**config.mk**
```make
export PLATFORM = sky130hd
export DESIGN_NAME = vram_arbiter_flat
export DESIGN_NICKNAME = d
export VERILOG_FILES = /design/src/rtl/vram_arbiter_if.sv /design/src/rtl/vram_arbiter.sv /design/src/flat_wrapper.sv
export SDC_FILE = /design/constraint.sdc
export NUM_CORES = 1
export LEC_CHECK = 0
export ABC_AREA = 1
export BUFFER_PORTS_ARGS = -buffer_cell sky130_fd_sc_hd__buf_2
export CAP_MARGIN = 10
export CORE_MARGIN = 10
export CORE_UTILIZATION = 60
export DETAILED_ROUTE_END_ITERATION = 7
export PLACE_DENSITY = 0.79
export SLEW_MARGIN = 30
export SYNTH_ARGS = -nofsm -noshare
export SYNTH_HDL_FRONTEND = slang
export SYNTH_SLANG_ARGS = --single-unit
```
**constraint.sdc**
```tcl
create_clock -name clk -period 4.27 [get_ports clk]
set_input_delay 0.6405 -clock clk [delete_from_list [all_inputs] [get_ports clk]]
set_output_delay 0.6405 -clock clk [all_outputs]
set_load 0.01 [all_outputs]
```
**src/rtl/vram_arbiter_if.sv**
```systemverilog
// Host request bus plus frame-buffer RAM port, as seen by the VRAM arbiter (slave)
// and by the host/RAM side (master).
interface vram_arbiter_if #(
    parameter int ADDR_W = 17,
    parameter int DATA_W = 24
);
    logic              cpu_req;
    logic              cpu_we;
    logic [ADDR_W-1:0] cpu_addr;
    logic [DATA_W-1:0] cpu_wdata;
    logic              cpu_ack;
    logic [DATA_W-1:0] cpu_rdata;
    logic              mem_en;
    logic              mem_we;
    logic [ADDR_W-1:0] mem_addr;
    logic [DATA_W-1:0] mem_wdata;
    logic [DATA_W-1:0] mem_rdata;

    modport slave (
        input  cpu_req, cpu_we, cpu_addr, cpu_wdata, mem_rdata,
        output cpu_ack, cpu_rdata, mem_en, mem_we, mem_addr, mem_wdata
    );

    modport master (
        output cpu_req, cpu_we, cpu_addr, cpu_wdata, mem_rdata,
        input  cpu_ack, cpu_rdata, mem_en, mem_we, mem_addr, mem_wdata
    );
endinterface

```
**src/rtl/vram_arbiter.sv**
```systemverilog
// Frame-buffer RAM arbiter: raster prefetch FIFO for scanout vs. a req/ack host port.
// Optional saturating performance counters are built when VRAM_ARB_PERF_EN is defined.
module vram_arbiter #(
    parameter int ADDR_W     = 17,
    parameter int DATA_W     = 24,
    parameter int FB_WORDS   = 76800,
    parameter int FIFO_DEPTH = 16,
    parameter int LOW_WM     = 4
) (
    input  logic              clk,
    input  logic              rst,
    input  logic              frame_start,
    input  logic              pix_rd,
    output logic [DATA_W-1:0] pix_data,
    output logic              pix_valid,
    output logic              underflow,
    vram_arbiter_if.slave     bus,
    output logic [15:0]       perf_cpu_stall,
    output logic [15:0]       perf_underflow
);
    localparam int PTR_W = $clog2(FIFO_DEPTH);
    localparam int CNT_W = PTR_W + 1;

    typedef enum logic [1:0] {
        GNT_IDLE,
        GNT_DISP,
        GNT_CPU
    } grant_e;

    logic [ADDR_W-1:0] scan_addr_q;
    logic [PTR_W-1:0]  rd_ptr_q, wr_ptr_q;
    logic [CNT_W-1:0]  count_q;
    logic              disp_inflight_q;
    logic              cpu_inflight_q;
    logic              cpu_rd_q;
    logic              underflow_q;
    logic [DATA_W-1:0] head_q;
    logic [DATA_W-1:0] fifo_mem_q [FIFO_DEPTH];

    grant_e            gnt;
    logic [CNT_W-1:0]  level;
    logic              disp_elig, urgent, cpu_elig;
    logic              push, pop, uf_event;
    logic [CNT_W-1:0]  remaining;
    logic [PTR_W-1:0]  rd_next;
    logic [DATA_W-1:0] head_d;
    logic              head_load;

    assign level     = count_q + CNT_W'(disp_inflight_q);
    // A frame_start cycle owns the display state, so no fetch may start in it.
    assign disp_elig = !frame_start && (level < CNT_W'(FIFO_DEPTH));
    assign urgent    = level < CNT_W'(LOW_WM);
    assign cpu_elig  = bus.cpu_req && !cpu_inflight_q;

    always_comb begin
        gnt = GNT_IDLE;
        if (rst)                      gnt = GNT_IDLE;
        else if (disp_elig && urgent) gnt = GNT_DISP;
        else if (cpu_elig)            gnt = GNT_CPU;
        else if (disp_elig)           gnt = GNT_DISP;
    end

    // NOTE: every always_comb output gets a default first so no latch is inferred.
    always_comb begin
        bus.mem_en    = 1'b0;
        bus.mem_we    = 1'b0;
        bus.mem_addr  = '0;
        bus.mem_wdata = '0;
        case (gnt)
            GNT_DISP: begin
                bus.mem_en   = 1'b1;
                bus.mem_addr = scan_addr_q;
            end
            GNT_CPU: begin
                bus.mem_en    = 1'b1;
                bus.mem_we    = bus.cpu_we;
                bus.mem_addr  = bus.cpu_addr;
                bus.mem_wdata = bus.cpu_wdata;
            end
            default: ;
        endcase
    end

    // Returns of display reads issued before a frame_start are dropped.
    assign push     = disp_inflight_q && !frame_start;
    assign pop      = pix_rd && (count_q != '0);
    assign uf_event = pix_rd && (count_q == '0);

    // Head after this cycle: oldest surviving entry, else the word being pushed.
    assign remaining = count_q - CNT_W'(pop);
    assign rd_next   = rd_ptr_q + PTR_W'(pop);
    assign head_d    = (remaining != '0) ? fifo_mem_q[rd_next] : bus.mem_rdata;
    assign head_load = (remaining != '0) || push;

    // NOTE: sequential state uses non-blocking assignments so every flop samples pre-edge values.
    always_ff @(posedge clk) begin
        if (rst) begin
            scan_addr_q     <= '0;
            rd_ptr_q        <= '0;
            wr_ptr_q        <= '0;
            count_q         <= '0;
            disp_inflight_q <= 1'b0;
            cpu_inflight_q  <= 1'b0;
            cpu_rd_q        <= 1'b0;
            underflow_q     <= 1'b0;
            head_q          <= '0;
        end else begin
            disp_inflight_q <= (gnt == GNT_DISP);
            cpu_inflight_q  <= (gnt == GNT_CPU);
            cpu_rd_q        <= (gnt == GNT_CPU) && !bus.cpu_we;
            if (frame_start) begin
                scan_addr_q <= '0;
                rd_ptr_q    <= '0;
                wr_ptr_q    <= '0;
                count_q     <= '0;
                underflow_q <= 1'b0;
            end else begin
                if (gnt == GNT_DISP)
                    scan_addr_q <= (scan_addr_q == ADDR_W'(FB_WORDS - 1)) ? '0
                                 : scan_addr_q + ADDR_W'(1);
                if (push)      wr_ptr_q    <= wr_ptr_q + PTR_W'(1);
                if (pop)       rd_ptr_q    <= rd_next;
                count_q <= count_q + CNT_W'(push) - CNT_W'(pop);
                if (uf_event)  underflow_q <= 1'b1;
                if (head_load) head_q      <= head_d;
            end
        end
    end

    // NOTE: FIFO storage has no reset; count_q alone defines which entries are valid.
    always_ff @(posedge clk) begin
        if (push) fifo_mem_q[wr_ptr_q] <= bus.mem_rdata;
    end

    assign pix_data      = head_q;
    assign pix_valid     = (count_q != '0);
    assign underflow     = underflow_q;
    // Gated by rst so a transaction caught by reset never acknowledges.
    assign bus.cpu_ack   = cpu_inflight_q && !rst;
    assign bus.cpu_rdata = (cpu_rd_q && !rst) ? bus.mem_rdata : '0;

`ifdef VRAM_ARB_PERF_EN
    logic [15:0] stall_cnt_q, uf_cnt_q;

    always_ff @(posedge clk) begin
        if (rst) begin
            stall_cnt_q <= '0;
            uf_cnt_q    <= '0;
        end else begin
            if (bus.cpu_req && (gnt != GNT_CPU) && !cpu_inflight_q && (stall_cnt_q != 16'hFFFF))
                stall_cnt_q <= stall_cnt_q + 16'd1;
            if (uf_event && (uf_cnt_q != 16'hFFFF))
                uf_cnt_q <= uf_cnt_q + 16'd1;
        end
    end

    assign perf_cpu_stall = stall_cnt_q;
    assign perf_underflow = uf_cnt_q;
`else
    assign perf_cpu_stall = '0;
    assign perf_underflow = '0;
`endif
endmodule

```
**src/flat_wrapper.sv**
```systemverilog
// flat-port wrapper written by rule: the top's interface ports become plain ports
module vram_arbiter_flat 
#(
    parameter int ADDR_W     = 17,
    parameter int DATA_W     = 24,
    parameter int FB_WORDS   = 76800,
    parameter int FIFO_DEPTH = 16,
    parameter int LOW_WM     = 4
)
  (clk, rst, frame_start, pix_rd, pix_data, pix_valid, underflow, perf_cpu_stall, perf_underflow, bus_cpu_req, bus_cpu_we, bus_cpu_addr, bus_cpu_wdata, bus_mem_rdata, bus_cpu_ack, bus_cpu_rdata, bus_mem_en, bus_mem_we, bus_mem_addr, bus_mem_wdata);
  vram_arbiter_if #(.ADDR_W(ADDR_W), .DATA_W(DATA_W)) bus_i ();
  input  logic clk;
  input  logic rst;
  input  logic frame_start;
  input  logic pix_rd;
  output logic [DATA_W-1:0] pix_data;
  output logic pix_valid;
  output logic underflow;
  output logic [15:0] perf_cpu_stall;
  output logic [15:0] perf_underflow;
  input wire logic [$bits(bus_i.cpu_req)-1:0] bus_cpu_req;
  input wire logic [$bits(bus_i.cpu_we)-1:0] bus_cpu_we;
  input wire logic [$bits(bus_i.cpu_addr)-1:0] bus_cpu_addr;
  input wire logic [$bits(bus_i.cpu_wdata)-1:0] bus_cpu_wdata;
  input wire logic [$bits(bus_i.mem_rdata)-1:0] bus_mem_rdata;
  output wire logic [$bits(bus_i.cpu_ack)-1:0] bus_cpu_ack;
  output wire logic [$bits(bus_i.cpu_rdata)-1:0] bus_cpu_rdata;
  output wire logic [$bits(bus_i.mem_en)-1:0] bus_mem_en;
  output wire logic [$bits(bus_i.mem_we)-1:0] bus_mem_we;
  output wire logic [$bits(bus_i.mem_addr)-1:0] bus_mem_addr;
  output wire logic [$bits(bus_i.mem_wdata)-1:0] bus_mem_wdata;
  assign bus_i.cpu_req = bus_cpu_req;
  assign bus_i.cpu_we = bus_cpu_we;
  assign bus_i.cpu_addr = bus_cpu_addr;
  assign bus_i.cpu_wdata = bus_cpu_wdata;
  assign bus_i.mem_rdata = bus_mem_rdata;
  assign bus_cpu_ack = bus_i.cpu_ack;
  assign bus_cpu_rdata = bus_i.cpu_rdata;
  assign bus_mem_en = bus_i.mem_en;
  assign bus_mem_we = bus_i.mem_we;
  assign bus_mem_addr = bus_i.mem_addr;
  assign bus_mem_wdata = bus_i.mem_wdata;
  vram_arbiter #(.ADDR_W(ADDR_W), .DATA_W(DATA_W), .FB_WORDS(FB_WORDS), .FIFO_DEPTH(FIFO_DEPTH), .LOW_WM(LOW_WM)) u_core (.clk(clk), .rst(rst), .frame_start(frame_start), .pix_rd(pix_rd), .pix_data(pix_data), .pix_valid(pix_valid), .underflow(underflow), .bus(bus_i), .perf_cpu_stall(perf_cpu_stall), .perf_underflow(perf_underflow));
endmodule
```
==> results.yml <==
status:
  outcome: "completed"
placed_design:
  dp_hpwl_um: 30460
  numPortBuffers: 164
  gp_congestion: 0.9286
  placed_cells: 2647
yosys:
  synth_xor_area_frac: 0.006885
  syn_inst: 2115
  synthSimpleGateAreaFrac: 0.2298
  netlist_area_um2: 19990
  ys_ff_latch: 442
  synthDistinctLibCells: 33
  synth_top_family_by_area: "simple AND/OR/NAND/NOR gates"
  ys_seq_area_frac: 0.6350
  avgSynthCellArea_um2: 9.451
  yosysWarnings: 0
  synth_compound_gate_area_share: 0.02472
  synth.area.mux_share: 0
  synthAdderAreaFrac: 0.01415
clock_tree:
  htree_levels: 2
  cts_buffer_depth: 3
  cts_hold_buffers: 0
  ctsRootBufferMaster: "clkbuf_16"
  clk_latency_ps: 540
  clk_pin_slew_ps: 60
  ctsResizeCount: 0
  post_cts_buffers: 0
  cts_tree: "yes"
  cts_inserted_buffers: 45
  numClockSinks: 442
floorplanning:
  core_um2: 32700
  start_util: 0.6113
  ioPinCount: 197
  rows: 66
  die_w_um: 202.5
  dieArea_um2: 41020
  die_h_um: 202.5
global_route:
  grt_usage: 0.2463
  grt_pass1_vias: 15027
  grt-ovfl-total: 0
  grt_max_degree: 193
  antenna_found_initial: 0
  grt_pass1_wl_um: 80630
timing:
  finalCritPeriodShare: 0.9151
  setup_viol: 0
  hold_viol: 0
  fin_tns_setup_ps: 0
  worst_slew_pin_slew_ps: 995.4
  rsz0062_at_grt: "false"
  fin_skew_ps: 13.23
  min_period_ps: 3908
  max_slew_margin: 0.3348
  fmax_mhz: 255.9
  drv_slew: 0
layout:
  area_growth_syn_to_layout_pct: 14.87
  fillers: 2342
  final_nets: 2352
  layout-drive-gt1-share: 0.1286
  final_cell_mix: "nand2_1 (730), edfxtp_1 (384), nand3_1 (279), inv_1 (279), buf_2 (164)"
  fin_cells: 2736
  diodes: 0
  final_common_cell: "nand2_1"
flow_run:
  max-cap-violations: 0
power:
  cellPowerDensity_nw_per_um2: 595.6
  switching_share: 0.3850
  ir_drop_uv: 821.4
  power.switching_uw: 5265
  p_leak_uw: 0.01001
  p_clk_frac: 0.265
  pwr-share-seq: 0.358
  p_int_uw: 8411
  combPwrFrac: 0.377
drt:
  wire_per_inst_um: 18.98
  top_layer: "met4"
  drt-met1-wl_um: 19840
  drc: 0
  dr.pass1.iters: 5
  routed_wl_um: 51930
  drtIter0Drc: 1588
  vias: 15053
  viasPerCell: 5.502
  drtAntennaViolNets: 0
  met3_wirelength_um: 4655
  wl_met2_um: 25820
critical_path:
  worstSetupEndpointType: "primary output"
  cp.required_ps: 3630
  crit_arrival_ps: 3270
  cp-start-kind: "register"
  path_max_fanout: 24
  critPathKind: "reg -> out"
worst_hold_path:
  min_path_type: "in -> reg"
-- kinds of logic after synthesis --
kind of cell | count (synthesis)
flip-flops | 442
adder cells (fa/ha/maj) | 22
other | 1
buffers and inverters | 422
AND/OR/NAND/NOR | 1119
XOR/XNOR | 14
AO/OA/AOI/OAI | 95
-- routing by layer --
layer,vias to the layer above,GRT usage
li1,7052,-
met1,7099,0.3160
met2,767,0.4152
met3,135,0.04219
met4,0,0.08633
met5,-,0
-- power groups by stage --
stage,Sequential [uW],Clock [uW],Combinational [uW]
floorplan,4980,0,3630
global placement,4970,0,4860
detailed placement,4980,0,5020
CTS,4890,3650,5070
global route,4900,3850,5750
finish,4890,3630,5150
-- synth_stat cells --
library cell  count  area share
conb_1            1     0.00019
fa_1              1      0.0010
a21oi_1          57       0.014
o21bai_1          1     0.00038
o32ai_1           1     0.00044
nand3b_1          1     0.00038
nand2_1         730        0.14
nor2_1           90       0.017
a211oi_1          2     0.00075
inv_1           279       0.052
nand4_1           6      0.0019
buf_2            58       0.015
o21ai_0          32      0.0080
inv_2             8      0.0015
nand2_2           1     0.00031
clkinv_1          1     0.00019
nor3_1            8      0.0020
nand3_1         279       0.070
xnor2_1           3      0.0013
xnor2_2           1     0.00081
nor4_1            1     0.00031
o21a_1            1     0.00038
xor2_1            9      0.0039
nand3_2           1     0.00050
buf_4            34       0.013
edfxtp_1        384        0.58
dfxtp_1          58       0.058
clkbuf_1         41      0.0077
buf_1             1     0.00019
nor2_2            2     0.00063
xor2_2            1     0.00081
ha_1             21       0.013
o211a_1           1     0.00050
-- sequential cells by signal, indices dropped and copies added (netlist names) --
name	count
u_core.underflow	1
u_core.wr_ptr_q	4
u_core.cpu_inflight_q	1
u_core.cpu_rd_q	1
u_core.scan_addr_q	17
u_core.count_q	5
u_core.disp_inflight_q	1
u_core.pix_data	24
u_core.fifo_mem_q	384
u_core.rd_ptr_q	4
-- layout make-up --
cell class / count / area, um^2 / area share
multi-input cells: 1282 / 5801 / 0.2526
repair buffers: 200 / 1489 / 0.06485
clock buffers: 62 / 1190 / 0.05182
clock inverters: 20 / 152.6 / 0.006648
well taps: 442 / 553.0 / 0.02409
inverters: 288 / 1084 / 0.04719
flip-flops and latches: 442 / 12690 / 0.5528
-- path summary, 6_finish.rpt --
kind,start,endpoint,depth (start not counted),slack (ps)
max,u_core.count_q[2]$_SDFF_PP0_,bus_mem_addr[16],9,360
min,bus_cpu_we,u_core.cpu_rd_q$_SDFF_PP0_,2,270
max reg2reg,u_core.count_q[2]$_SDFF_PP0_,u_core.pix_data[20]$_SDFFE_PP0P_,17,470
min reg2reg,u_core.pix_data[2]$_SDFFE_PP0P_,u_core.pix_data[2]$_SDFFE_PP0P_,2,460
-- through the flow --
stage / cell area (um^2) / hold WS, ps / worst slack (ps) / utilization / power [uW]
4_1_cts: 22770 / 266.6 / 357.9 / 0.6962 / 13610
3_5_place_dp: 21430 / 456.8 / 696.4 / 0.6552 / 9995
5_1_grt: 22960 / 276.2 / 58.78 / 0.7021 / 14500
6_report: 22960 / 273.7 / 362.4 / 0.7021 / 13680
2_1_floorplan: 20110 / 475.5 / 1348 / - / 8614
3_3_place_gp: 21150 / 451.3 / 892.4 / 0.6467 / 9834
-- critical path, cell delays in order, from the launching register on --
cell and delay (ps):
dfxtp_1 450, ha_1 210, nand3_1 120, xor2_1 170, nand3_1 130, a211oi_1 330, ha_1 740, nand2_1 230
a21oi_1 190, buf_2 150
Power figures use the tool's default switching activity.
